### config.mk
export PLATFORM = sky130hd
export DESIGN_NAME = alu_exec_unit
export DESIGN_NICKNAME = d
export VERILOG_FILES = /design/src/rtl/alu_exec_unit.sv
export SDC_FILE = /design/constraint.sdc
export NUM_CORES = 1
export LEC_CHECK = 0
export CAP_MARGIN = 20
export CORE_UTILIZATION = 56
export DETAILED_ROUTE_END_ITERATION = 6
export PLACE_DENSITY = 0.78
export SETUP_SLACK_MARGIN = 0.05
export SYNTH_ARGS = -nofsm -noshare
export SYNTH_HDL_FRONTEND = slang
export SYNTH_SLANG_ARGS = --single-unit
### constraint.sdc
create_clock -name clk -period 6.2 [get_ports clk]
set_input_delay 0.93 -clock clk [delete_from_list [all_inputs] [get_ports clk]]
set_output_delay 0.93 -clock clk [all_outputs]
set_load 0.005 [all_outputs]
### src/rtl/alu_exec_unit.sv
// Execute-stage ALU: single-cycle ops plus an iterative shift-add multiply.
// Results are registered and handed off over a valid/ready handshake.
module alu_exec_unit #(
  parameter int unsigned WIDTH = 32
) (
  input  logic             clk,
  input  logic             rst,
  input  logic             in_valid,
  output logic             in_ready,
  input  logic [2:0]       ALUControl,
  input  logic [WIDTH-1:0] SrcA,
  input  logic [WIDTH-1:0] SrcB,
  output logic             out_valid,
  input  logic             out_ready,
  output logic [WIDTH-1:0] ALUResult,
  output logic             Zero,
  output logic             busy
);

  localparam int unsigned CW = $clog2(WIDTH + 1);
  localparam logic [2:0] OP_MUL = 3'b100;

  typedef enum logic [1:0] {IDLE, MUL, HOLD} state_e;

  state_e           state_q, state_d;
  logic [WIDTH-1:0] res_q, res_d;
  logic             zero_q, zero_d;
  logic [WIDTH-1:0] mcand_q, mcand_d;
  logic [WIDTH-1:0] mplier_q, mplier_d;
  logic [WIDTH-1:0] acc_q, acc_d;
  logic [CW-1:0]    count_q, count_d;

  logic             accept;
  logic             is_mul;
  logic [WIDTH-1:0] op_res;
  logic [WIDTH-1:0] acc_sum;

  assign accept  = in_valid && in_ready;
  assign is_mul  = (ALUControl == OP_MUL);
  assign acc_sum = acc_q + (mplier_q[0] ? mcand_q : '0);

  always_comb begin
    op_res = '0;
    case (ALUControl)
      3'b000:  op_res = SrcA + SrcB;
      3'b001:  op_res = SrcA - SrcB;
      3'b010:  op_res = SrcA & SrcB;
      3'b011:  op_res = SrcA | SrcB;
      3'b101:  op_res = {{(WIDTH-1){1'b0}}, ($signed(SrcA) < $signed(SrcB))};
      3'b110:  op_res = SrcB;
      default: op_res = '0;
    endcase
  end

  // State and datapath registers
  always_ff @(posedge clk or posedge rst) begin
    if (rst) begin
      state_q  <= IDLE;
      res_q    <= '0;
      zero_q   <= 1'b0;
      mcand_q  <= '0;
      mplier_q <= '0;
      acc_q    <= '0;
      count_q  <= '0;
    end else begin
      state_q  <= state_d;
      res_q    <= res_d;
      zero_q   <= zero_d;
      mcand_q  <= mcand_d;
      mplier_q <= mplier_d;
      acc_q    <= acc_d;
      count_q  <= count_d;
    end
  end

  // Next-state and datapath update
  always_comb begin
    state_d  = state_q;
    res_d    = res_q;
    zero_d   = zero_q;
    mcand_d  = mcand_q;
    mplier_d = mplier_q;
    acc_d    = acc_q;
    count_d  = count_q;

    case (state_q)
      IDLE: begin
        if (accept) state_d = is_mul ? MUL : HOLD;
      end
      MUL: begin
        acc_d    = acc_sum;
        mcand_d  = mcand_q << 1;
        mplier_d = mplier_q >> 1;
        count_d  = count_q - CW'(1);
        if (count_q == CW'(1)) begin
          state_d = HOLD;
          res_d   = acc_sum;
          zero_d  = (acc_sum == '0);
        end
      end
      HOLD: begin
        if (out_ready) begin
          if (accept) state_d = is_mul ? MUL : HOLD;
          else        state_d = IDLE;
        end
      end
      default: state_d = IDLE;
    endcase

    if (accept) begin
      if (is_mul) begin
        mcand_d  = SrcA;
        mplier_d = SrcB;
        acc_d    = '0;
        count_d  = CW'(WIDTH);
      end else begin
        res_d  = op_res;
        zero_d = (op_res == '0);
      end
    end
  end

  always_comb begin
    in_ready  = 1'b0;
    out_valid = 1'b0;
    busy      = 1'b0;
    case (state_q)
      IDLE:    in_ready = 1'b1;
      MUL:     busy = 1'b1;
      HOLD: begin
        in_ready  = out_ready;
        out_valid = 1'b1;
      end
      default: in_ready = 1'b0;
    endcase
  end

  assign ALUResult = res_q;
  assign Zero      = zero_q;

endmodule
==> results.md <==
- The biggest area consumer among synthesized cells is dfrtp_1.
- Setup violations remaining at the end of the flow were counted as 0.
- The final count of hold timing violations is 0.
- For this block, the routed nets add up to 47100 um of wire.
- The flow ran to the end, and the final reports show no timing, DRC or antenna violations.
- The worst setup path is of the in -> reg kind.
- In this run the critical register-to-register path is captured at Zero.
- The number of top-level design ports is 107.
- Relative to the synthesized area, the layout overhead comes to 14.0%.
- The end point of the worst hold path is acc_q[4].
- After detailed routing, the number of remaining DRC violations is 0.
- The leakage power is 6.75 nW.
- Row generation in the floorplan step produced 55 rows.
- The headroom to the max-slew limit is approximately a quarter.
- The clock tree from TritonCTS is done.
- The worst hold path was traced through 2 stages.
- The actual transition at the worst max-transition pin is 1.12 ns.
- By area the synthesized netlist is led by dfrtp_1 (26%), ha_1 (13%), nand2_1 (8.7%).
- The power per cell area is 338 mW/mm2.
- The post-route netlist has 4.68% of its cells at a drive strength greater than 1.
- The share of async-settable or async-resettable flops after synthesis is 100%.
- Measured on the finished design, the core utilization comes to 65.6%.
- The top-area cell type share of the netlist area is 26.1%.
- For the worst setup path, the data required time is 6.56 ns.
- The first routing iteration left about 1800 violations.
- The clock transition time at the flip-flop clock pins of the worst setup and hold paths is 0.08 ns.
- The die outline width is 155 um.
- Of the available clock period, the critical path in the final layout requires 80.8%.
- The data arrival time at the worst-slack endpoint is 5.37 ns.
- The number of nets in the synthesized netlist is 1993.
- Overall power consumption after layout is estimated at 5.07 mW.
- The initial utilization of the core area, before any placement, comes to 57.6%.
- The total global routing overflow is 0.
- At the later pin of the worst-skew pair, clock insertion delay measures 0.45 ns.
- The number of antenna violations at the first check in global routing is 1.
- The CTS buffer count is 17.
- Port buffering added roughly 110 buffers.
- Setup repair after global routing left no endpoint under its margin.
- The fmax is 200 MHz.
- Counting the fill cells in the layout gives 1994.
- For this run, global-route usage on met2 was measured as 60.7%.
- The count of hold buffers inserted by post-cts repair is 0.
- The endpoint kind of the worst setup timing path is a flip-flop.
- The kind of launch point of the worst setup path is an input port.
- Routability-driven placement finished with a final weighted congestion of 1.03.
- The dominant register cell in the synthesized netlist is dfrtp_1.
- Once detail routing completed, the nets flagged for antenna violations numbered 0.
- The peak fanout along the critical path is 13.
- Detailed placement ended at an HPWL of 34600 um.
- CTS saw between 100 and 150 sinks.
- The share of synthesized area occupied by flip-flops and latches is between 20% and 30%.
- The final number of max-transition violations was 0.
- The net count of the finished layout is around 2000.
- The first global-routing pass estimated about 74000 um of wire.
- The unique cell type count in the Yosys netlist is 83.
- In the synthesized netlist, the number of instances is between 1500 and 2000.
- The number of global-route vias before repair is between 10000 and 15000.
- The total negative slack for setup checks is 0 ns.
- Across the whole layout, storage elements account for 0.00343 mm2.
- Subtracting the final worst setup slack from the clock period gives 5.01 ns.
- The reg-to-reg startpoint is mplier_q[0].
- The via total after detailed routing is 13809.
- met2 is the most crowded layer.
- In the global route stage, overall resource usage came out at 39.4%.
- The startpoint of the worst hold path is acc_q[4].
- Measured in cells, the most critical reg-to-reg path has a length of 15.
- Yosys mapped a number of flops with a built-in enable equal to 0.
- In this run the vertical extent of the chip is around 160 um.
- The final routed wire length divided by cell count is 21.9 um.
- Buffers added to address setup during post-CTS repair amount to 0.
- In this run, post-CTS repair resized a total of 0 instances.
- The maximum resistive drop on vdd is around 270 uV.
- For met3 alone, demand over resource in global routing was 6.85%.
- In this run the worst hold path is classified as reg -> reg.
- The cell at the root of the clock tree is clkbuf_16.
- The die covers 0.0241 mm2.
- The final worst clock skew is around 0.016 ns.
- The maximum clock path buffer count is 2.
- The CTS H-tree depth is 4.
- Using the TritonRoute via totals, the vias-per-cell ratio works out to approximately 6.4.
- The yosys synthesis warning count is 0.
- The number of maximum-capacitance violations is 0.
- The area taken by multi-input logic gates is 0.00889 mm2.
- Entering global routing, the biggest net connects 99 pins.
- Before antenna repair, the detailed router went through 6 iterations.
- The summed instance area of the synthesized netlist is 0.0132 mm2.
- The synthesis-stage register bit count is 137.
- Global routing consumed, on the met1 layer, 56.5% of the routing resources.
- The placeable core area is 0.0228 mm2.
- The per-instance average area after synthesis is 7.38 um2.
- The setup check on the worst reg-to-reg path leaves a slack of 1.59 ns.
## critical path, stage by stage
cell and delay (ns):
clkdlybuf4s50_1 0.59, inv_1 0.10, ha_1 0.62, nand3_1 0.16, o21ai_0 0.21, o211ai_1 0.24
o311a_1 0.46, o41ai_1 0.76, xnor2_1 0.20, o221ai_1 0.17, and3b_1 0.26, nand4b_1 0.09
or4_1 0.43, o211ai_2 0.15
## area by class of cell
class                      count  share of cell area, %
antenna                        1                 0.0167
clock buffer                  17                   2.84
clock inverter                15                   1.29
inverter                     116                   2.95
multi-input combinational   1424                   59.3
sequential                   137                   22.9
tap                          313                   2.61
timing repair buffer         128                   8.14
## worst max-delay path by stage
stage	to	start	slack (ns)
floorplan	ALUResult[0]	rst	1.60
global route	Zero	SrcA[7]	0.99
global placement	Zero	SrcA[7]	0.98
detailed placement	Zero	SrcA[7]	0.89
CTS	Zero	SrcA[7]	1.32
finish	Zero	SrcB[4]	1.19
## through the flow
stage	cell area, um2	setup WS, ns	instances	hold WS (ns)
after global routing	15000	0.986	2151	0.557
after CTS	15000	1.32	2150	0.534
final	15000	1.19	2151	0.530
after detailed placement	14400	0.887	2118	0.515
after floorplan	13200	1.60	1783	0.469
after global placement	14400	0.982	2118	0.486
## where the power goes
group | switching (mW) | internal [mW] | leakage [nW]
Combinational | 1.51 | 1.01 | 4.82
Sequential | 0.253 | 1.21 | 1.63
Clock | 0.532 | 0.551 | 0.300
## state kept, by name (all words and copies together), names as in the netlist
| name | cells |
|---|---|
| count_q | 6 |
| Zero | 1 |
| state_q | 2 |
| acc_q | 32 |
| ALUResult | 32 |
| mplier_q | 32 |
| mcand_q | 32 |
## cell families after synthesis
group                      count (synthesis)  synth area share (%)
muxes                                     14                  1.18
DFF                                      137                  26.1
buffers and inverters                    222                  6.54
and+or+nand+nor                          686                  22.8
AOI/OAI and AO/OA                        532                  26.5
xor gates and xnor gates                  53                  3.53
adders and majority gates                139                  13.4
## Yosys cell counts, types with 12 or more instances
cell	count
a211oi_1	29
nand4_1	17
a21oi_1	134
dfrtp_1	137
o21ai_1	19
o21bai_1	12
o31ai_1	12
nand3_1	25
and2_1	35
xnor2_1	43
o22ai_1	28
ha_1	136
nand2_1	305
a31oi_1	93
o211ai_1	19
nor2b_1	19
buf_2	16
nor3_1	27
nor2_1	204
clkbuf_1	80
inv_1	111
a21o_1	17
o21ai_0	66
## placed cells by master (no fill, tap or decap), types with 10 or more instances in the layout
master | Yosys | routed
a31oi_1 | 93 | 93
ha_1 | 136 | 136
clkbuf_16 | 0 | 17
nor2_1 | 204 | 201
xor2_1 | 10 | 10
a211oi_1 | 29 | 29
nor3_1 | 27 | 27
a21o_1 | 17 | 17
o21ai_0 | 66 | 66
inv_1 | 111 | 110
mux2i_1 | 11 | 11
nand4_1 | 17 | 17
xnor2_1 | 43 | 43
and2_1 | 35 | 35
nor2b_1 | 19 | 19
nand3_1 | 25 | 25
o21bai_1 | 12 | 12
clkdlybuf4s50_1 | 0 | 105
o22ai_1 | 28 | 28
o21a_1 | 11 | 11
buf_4 | 2 | 22
a21oi_1 | 134 | 134
o211ai_1 | 19 | 19
o31ai_1 | 12 | 12
dfrtp_1 | 137 | 137
o21ai_1 | 19 | 19
nand2_1 | 305 | 304
## metal layers
metal  wire (um)  share of wire [%]
met5           0                  0
met4        1060                2.3
met3        4460                9.5
met2       20700                 44
met1       20900                 44
No activity file was read; power rests on OpenSTA's default activity.
